--- src/rtl/li_pkg.sv ---
// Shared types and helpers for the latency-insensitive channel wrappers.
// Token layout, wrapper kinds and the downstream credit-depth derivation.
package li_pkg;

    localparam int LI_DATA_WIDTH = 16;

    typedef struct packed {
        logic                     data_valid;
        logic [LI_DATA_WIDTH-1:0] data;
    } li_token_t;

    typedef enum logic [1:0] {
        NON_LI,
        CARLONI,
        CREDIT,
        QSYS
    } li_wrapper_e;

    // Downstream FIFO depth equals the number of credits a sender may hold.
    function automatic int n_credits(input int fifo_addr);
        return 1 << fifo_addr;
    endfunction

endpackage

--- src/rtl/li_sync_fifo.sv ---
// Small synchronous FIFO with combinational head output.
// A push into a full FIFO is accepted only when a pop happens on the same edge.
module li_sync_fifo #(
    parameter int WIDTH = 17,
    parameter int ADDR  = 2
) (
    input  logic             clock,
    input  logic             reset,
    input  logic             push,
    input  logic [WIDTH-1:0] push_data,
    input  logic             pop,
    output logic [WIDTH-1:0] pop_data,
    output logic             full,
    output logic             empty
);

    localparam int DEPTH = 1 << ADDR;
    localparam logic [ADDR:0] DEPTH_W = (ADDR + 1)'(DEPTH);

    logic [WIDTH-1:0] mem_q [DEPTH];
    logic [ADDR-1:0]  wr_ptr_q, wr_ptr_d;
    logic [ADDR-1:0]  rd_ptr_q, rd_ptr_d;
    logic [ADDR:0]    count_q, count_d;
    logic             push_ok, pop_ok;

    assign full     = (count_q == DEPTH_W);
    assign empty    = (count_q == '0);
    assign pop_ok   = pop & ~empty;
    assign push_ok  = push & (~full | pop_ok);
    assign pop_data = mem_q[rd_ptr_q];

    always_comb begin
        wr_ptr_d = wr_ptr_q;
        rd_ptr_d = rd_ptr_q;
        count_d  = count_q;
        if (push_ok) wr_ptr_d = wr_ptr_q + 1'b1;
        if (pop_ok)  rd_ptr_d = rd_ptr_q + 1'b1;
        case ({push_ok, pop_ok})
            2'b10:   count_d = count_q + 1'b1;
            2'b01:   count_d = count_q - 1'b1;
            default: count_d = count_q;
        endcase
    end

    always_ff @(posedge clock or negedge reset) begin
        if (!reset) begin
            wr_ptr_q <= '0;
            rd_ptr_q <= '0;
            count_q  <= '0;
        end else begin
            wr_ptr_q <= wr_ptr_d;
            rd_ptr_q <= rd_ptr_d;
            count_q  <= count_d;
        end
    end

    // Storage needs no reset: the pointers alone define what is valid.
    always_ff @(posedge clock) begin
        if (push_ok) mem_q[wr_ptr_q] <= push_data;
    end

endmodule

--- src/rtl/li_credit_arbiter.sv ---
// Two-requester round-robin arbiter sharing one credit-based LI channel.
// Tracks downstream credits and returns one upstream credit per popped token.
module li_credit_arbiter
    import li_pkg::*;
#(
    parameter int DATA_WIDTH   = LI_DATA_WIDTH,
    parameter int FIFO_ADDR    = 6,
    parameter int INIT_CREDITS = n_credits(FIFO_ADDR) - 1,
    parameter int RQ_ADDR      = 2
) (
    input  logic                    clock,
    input  logic                    reset,
    input  logic [1:0]              i_rq_valid,
    input  logic [1:0]              i_rq_data_valid,
    input  logic [2*DATA_WIDTH-1:0] i_rq_data_data,
    output logic [1:0]              o_rq_li_feedback,
    input  logic [1:0]              i_rq_mask,
    output logic                    o_top_valid,
    output logic                    o_top_data_valid,
    output logic [DATA_WIDTH-1:0]   o_top_data_data,
    output logic                    o_top_src,
    input  logic                    i_top_li_feedback,
    output logic [1:0]              o_overflow,
    output logic                    o_credit_err
);

    localparam int CW = FIFO_ADDR + 1;
    localparam logic [CW:0]   N_CREDITS_EXT  = (CW + 1)'(n_credits(FIFO_ADDR));
    localparam logic [CW-1:0] INIT_CREDITS_W = CW'(INIT_CREDITS);

    logic [1:0]            fifo_empty, fifo_full, elig, grant_vec, rq_drop;
    logic [DATA_WIDTH:0]   head_word [2];
    logic [DATA_WIDTH:0]   head_sel;
    logic                  grant_src, any_grant;
    logic [CW:0]           credit_sum;

    logic [CW-1:0]         credits_q, credits_d;
    logic                  last_q, last_d;
    logic                  top_valid_q, top_valid_d;
    logic                  top_dv_q, top_dv_d;
    logic [DATA_WIDTH-1:0] top_data_q, top_data_d;
    logic                  top_src_q, top_src_d;
    logic [1:0]            feedback_q, feedback_d;
    logic [1:0]            overflow_q, overflow_d;
    logic                  credit_err_q, credit_err_d;

    generate
        for (genvar gi = 0; gi < 2; gi++) begin : g_rq
            li_sync_fifo #(
                .WIDTH (DATA_WIDTH + 1),
                .ADDR  (RQ_ADDR)
            ) u_fifo (
                .clock     (clock),
                .reset     (reset),
                .push      (i_rq_valid[gi]),
                .push_data ({i_rq_data_valid[gi], i_rq_data_data[gi*DATA_WIDTH +: DATA_WIDTH]}),
                .pop       (grant_vec[gi]),
                .pop_data  (head_word[gi]),
                .full      (fifo_full[gi]),
                .empty     (fifo_empty[gi])
            );
            assign elig[gi]    = ~fifo_empty[gi] & i_rq_mask[gi];
            assign rq_drop[gi] = i_rq_valid[gi] & fifo_full[gi] & ~grant_vec[gi];
        end
    endgenerate

    // last_q holds the most recent grant; on contention the other side wins.
    always_comb begin
        grant_vec = 2'b00;
        grant_src = last_q;
        if (credits_q != '0) begin
            case (elig)
                2'b01: begin
                    grant_vec = 2'b01;
                    grant_src = 1'b0;
                end
                2'b10: begin
                    grant_vec = 2'b10;
                    grant_src = 1'b1;
                end
                2'b11: begin
                    grant_src = ~last_q;
                    grant_vec = last_q ? 2'b01 : 2'b10;
                end
                default: grant_vec = 2'b00;
            endcase
        end
    end

    assign any_grant = |grant_vec;
    assign head_sel  = head_word[grant_src];

    always_comb begin
        top_valid_d  = any_grant;
        top_dv_d     = any_grant ? head_sel[DATA_WIDTH] : 1'b0;
        top_data_d   = any_grant ? head_sel[DATA_WIDTH-1:0] : top_data_q;
        top_src_d    = any_grant ? grant_src : top_src_q;
        last_d       = any_grant ? grant_src : last_q;
        feedback_d   = grant_vec;
        overflow_d   = overflow_q | rq_drop;
        credit_err_d = credit_err_q;
        // Sends only happen with credits_q > 0, so the sum cannot underflow.
        credit_sum   = {1'b0, credits_q} + (CW + 1)'(i_top_li_feedback) - (CW + 1)'(any_grant);
        if (credit_sum > N_CREDITS_EXT) begin
            credits_d    = N_CREDITS_EXT[CW-1:0];
            credit_err_d = 1'b1;
        end else begin
            credits_d    = credit_sum[CW-1:0];
        end
    end

    always_ff @(posedge clock or negedge reset) begin
        if (!reset) begin
            credits_q    <= INIT_CREDITS_W;
            last_q       <= 1'b0;
            top_valid_q  <= 1'b0;
            top_dv_q     <= 1'b0;
            top_data_q   <= '0;
            top_src_q    <= 1'b0;
            feedback_q   <= 2'b00;
            overflow_q   <= 2'b00;
            credit_err_q <= 1'b0;
        end else begin
            credits_q    <= credits_d;
            last_q       <= last_d;
            top_valid_q  <= top_valid_d;
            top_dv_q     <= top_dv_d;
            top_data_q   <= top_data_d;
            top_src_q    <= top_src_d;
            feedback_q   <= feedback_d;
            overflow_q   <= overflow_d;
            credit_err_q <= credit_err_d;
        end
    end

    assign o_top_valid      = top_valid_q;
    assign o_top_data_valid = top_dv_q;
    assign o_top_data_data  = top_data_q;
    assign o_top_src        = top_src_q;
    assign o_rq_li_feedback = feedback_q;
    assign o_overflow       = overflow_q;
    assign o_credit_err     = credit_err_q;

endmodule
--- config.mk ---
export PLATFORM = sky130hd
export DESIGN_NAME = li_credit_arbiter
export DESIGN_NICKNAME = d
export VERILOG_FILES = /design/src/rtl/li_pkg.sv /design/src/rtl/li_sync_fifo.sv /design/src/rtl/li_credit_arbiter.sv
export SDC_FILE = /design/constraint.sdc
export NUM_CORES = 1
export LEC_CHECK = 0
export CAP_MARGIN = 20
export CORE_UTILIZATION = 45
export DETAILED_ROUTE_END_ITERATION = 7
export DONT_BUFFER_PORTS = 1
export GPL_TIMING_DRIVEN = 0
export PLACE_DENSITY_LB_ADDON = 0.15
export SLEW_MARGIN = 20
export SYNTH_ARGS = -nofsm -noshare
export SYNTH_HDL_FRONTEND = slang
export SYNTH_SLANG_ARGS = --single-unit
export TNS_END_PERCENT = 10
--- constraint.sdc ---
create_clock -name clock -period 4.8 [get_ports clock]
set_input_delay 0.96 -clock clock [delete_from_list [all_inputs] [get_ports clock]]
set_output_delay 0.96 -clock clock [all_outputs]
set_load 0.02 [all_outputs]
==> metrics, run 1 <==
status=complete, no violations; n_diodes=0; gr ovfl total=0; setup TNS=0 ns; Seq cells post-synth=~180; FF-to-FF setup slack=between 0.7 and 0.8 ns; number of warnings issued by yosys=0; leak pwr=2.98 nW; slew margin rel.=0.360; crit end category=flip-flop; final setup fails=0; worst min path class=input pin to async pin; ys async rst share=0.249; Clock Latency Late Sink=0.42 ns; min cycle time layout=4.09 ns; EDFF count, synth=around 140; Synth Area per Inst=between 15 and 20 sq um; Post-Layout Cell Count=666; Worst Path Class, Setup=flip-flop to flip-flop; ys flop type=edfxtp_1; area grow syn2layout=10.6%; DRC=0; Clock Sinks=between 150 and 200; gpl congestion=~0.75; Vias=3,581; Iteration-0 DRC Markers=170; CTS buffer count=17; Tot Pwr=roughly 5.6 mW; post-CTS setup repair buffer count=0; maximum vdd ir drop=0.313 mV; commonest non-fill, non-tap cell in the layout=edfxtp_1; Mapped Nets=482; nets=501; Site Rows=46; IO Port Bufs=0; most frequent cells in the layout=edfxtp_1 (136), dfrtp_1 (39), mux4_2 (34), inv_1 (26); Yosys cell types=49; IO Count=65; Hold-fix buffers, CTS=0; worst-path fanout max=10; DP HPWL=9300 um; clk buf depth=2; Root Buffer=clkbuf_16; per-cell routed wire length=20.8 um; pwr dens=between 600 and 700 mW/mm^2; Via-to-Cell Ratio=5.38; post-CTS resize count=0; max-slew violations=0; Seq/Total Area, Yosys=0.697; initial antenna violation count=0; Layout Skew=0.00758 ns; first-pass GRT wire length=20,900 um; Chip Width=131 um; total track usage=0.177; vias in the first global route=~3,800; Final period util=0.851; fin util=0.516; Max-cap violations=0; Routed Antenna Nets=0; Total Wirelength=13,800 um; FF-to-FF path depth=14; Fmax achieved=around 240 MHz; CTS tree=yes; H-tree depth=4; unrepaired setup endpoints after global routing=no; Worst-Margin Slew=0.960 ns; largest net degree at the start of global routing=46; clk slew on worst S/H paths=0.07 ns; cell area after synthesis=0.00749 sq mm; Post-Synthesis Cells=around 420; Fin. Hold Viols=0; CP Data Arrival Time=4.41 ns; worst r2r src=g_rq[0].u_fifo.count_q[1]$_DFFE_PN0P_; Req. time, crit path=5.13 ns; die area=0.0172 sq mm; DR pass1 iterations=4; ratio of cells with drive above 1 in the final layout=0.204; R2R Path End=credits_q[4]$_DFF_PN1_; placed cell count=634; Startpoint Class=flip-flop; Initial Util=0.466; area of the core=0.0161 sq mm; die height=131 um
## power breakdown
group	internal [mW]	total [mW]	switching (mW)
combinational	0.847	1.90	1.05
clock	0.657	1.22	0.560
sequential	2.15	2.47	0.321
## area by class of cell
type / count / area (sq um)
inverters: 26 / 97.6
clock inverters: 13 / 87.6
multi-input cells: 197 / 2110
clock buffers: 19 / 433
fillers: 1308 / 7780
well taps: 216 / 270
plain buffers: 14 / 62.6
flip-flops and latches: 181 / 5220
## state kept, by name, summed over array words and instances, names as in the netlist
signal                count
o_top_valid               1
o_top_data_data          16
o_top_src                 1
o_overflow                2
g_rq.u_fifo.count_q       6
g_rq.u_fifo.mem_q       136
g_rq.u_fifo.wr_ptr_q      4
o_rq_li_feedback          2
o_credit_err              1
o_top_data_valid          1
g_rq.u_fifo.rd_ptr_q      4
credits_q                 7
## critical path, stage by stage (launching register included)
cell and delay [ns]:
dfrtp_1 0.42, o31a_1 0.41, o22ai_1 0.39, clkbuf_1 0.49, inv_1 0.13, ha_1 0.30
inv_1 0.06, ha_1 0.16, inv_1 0.06, fa_1 0.41, nor2b_1 0.21, o211ai_1 0.13
a21oi_1 0.24, xor2_1 0.44, nor3_1 0.15
## per-stage QoR
step / worst slack [ns] / area [sq um] / hold slack (ns)
global route: 0.344 / 8280 / 0.202
floorplan: 1.15 / 7490 / 0.456
global placement: 0.516 / 7760 / 0.474
finish: 0.714 / 8280 / 0.233
CTS: 0.719 / 8280 / 0.208
detailed placement: 0.440 / 7760 / 0.480
## routing by layer
layer  GRT usage  up-vias  part of all wire
met5           0        -                 0
met4      0.0609        0             0.012
met3      0.0753       11             0.074
met2       0.296       75              0.51
met1       0.204     1845              0.40
li1            -     1650                 -
## cell families after synthesis
logic type	Yosys count	share of synthesized area
compound gates	42	0.0399
xor+xnor	17	0.0199
fa+ha+maj	23	0.0414
buf+inv	40	0.0214
flops	181	0.697
mux	54	0.130
simple gates	61	0.0505
## worst max-delay path by stage
stage                                          startpoint                     end  slack [ns]  cells after the start
floorplan                                    i_rq_mask[0]  credits_q[3]$_DFF_PN1_        1.15                     14
global placement                             i_rq_mask[0]  credits_q[4]$_DFF_PN1_        0.52                     14
detailed placement                           i_rq_mask[0]  credits_q[4]$_DFF_PN1_        0.44                     14
CTS                 g_rq[0].u_fifo.count_q[1]$_DFFE_PN0P_  credits_q[4]$_DFF_PN1_        0.72                     14
global route                       credits_q[3]$_DFF_PN1_  credits_q[4]$_DFF_PN1_        0.34                     16
finish              g_rq[0].u_fifo.count_q[1]$_DFFE_PN0P_  credits_q[4]$_DFF_PN1_        0.71                     14
## synthesized netlist by cell type (6+ instances only)
master	count	area share
xor2_1	8	0.0094
nor3_1	6	0.0040
mux4_2	34	0.10
mux2i_1	18	0.024
clkbuf_1	7	0.0035
nand2_1	20	0.010
ha_1	20	0.033
xnor2_1	9	0.011
dfstp_2	6	0.021
inv_1	26	0.013
o21ai_0	20	0.013
dfrtp_1	39	0.13
edfxtp_1	136	0.55
(Power assumes the default switching activity.)
==> inputs of run 2 (changes only) <==
--- a/config.mk
+++ b/config.mk
@@ -15,4 +15,3 @@
 export SYNTH_ARGS = -nofsm -noshare
 export SYNTH_HDL_FRONTEND = slang
 export SYNTH_SLANG_ARGS = --single-unit
-export TNS_END_PERCENT = 10
==> constraint.sdc (replaced) <==
create_clock -name clock -period 5 [get_ports clock]
set_input_delay 1 -clock clock [delete_from_list [all_inputs] [get_ports clock]]
set_output_delay 1 -clock clock [all_outputs]
set_load 0.02 [all_outputs]
==> results of run 2 <==
The final DEF is identical to that of run 1. Status: complete, no violations.
Main changes from that run: setup slack after placement 0.440 ns -> 0.600 ns; setup slack after layout 0.714 ns -> 0.914 ns; hold slack 0.233 ns -> 0.273 ns; register-to-register setup slack 0.71 ns -> 0.91 ns; total power 5.59 mW -> 5.36 mW; worst IR drop on VDD 0.313 mV -> 0.301 mV
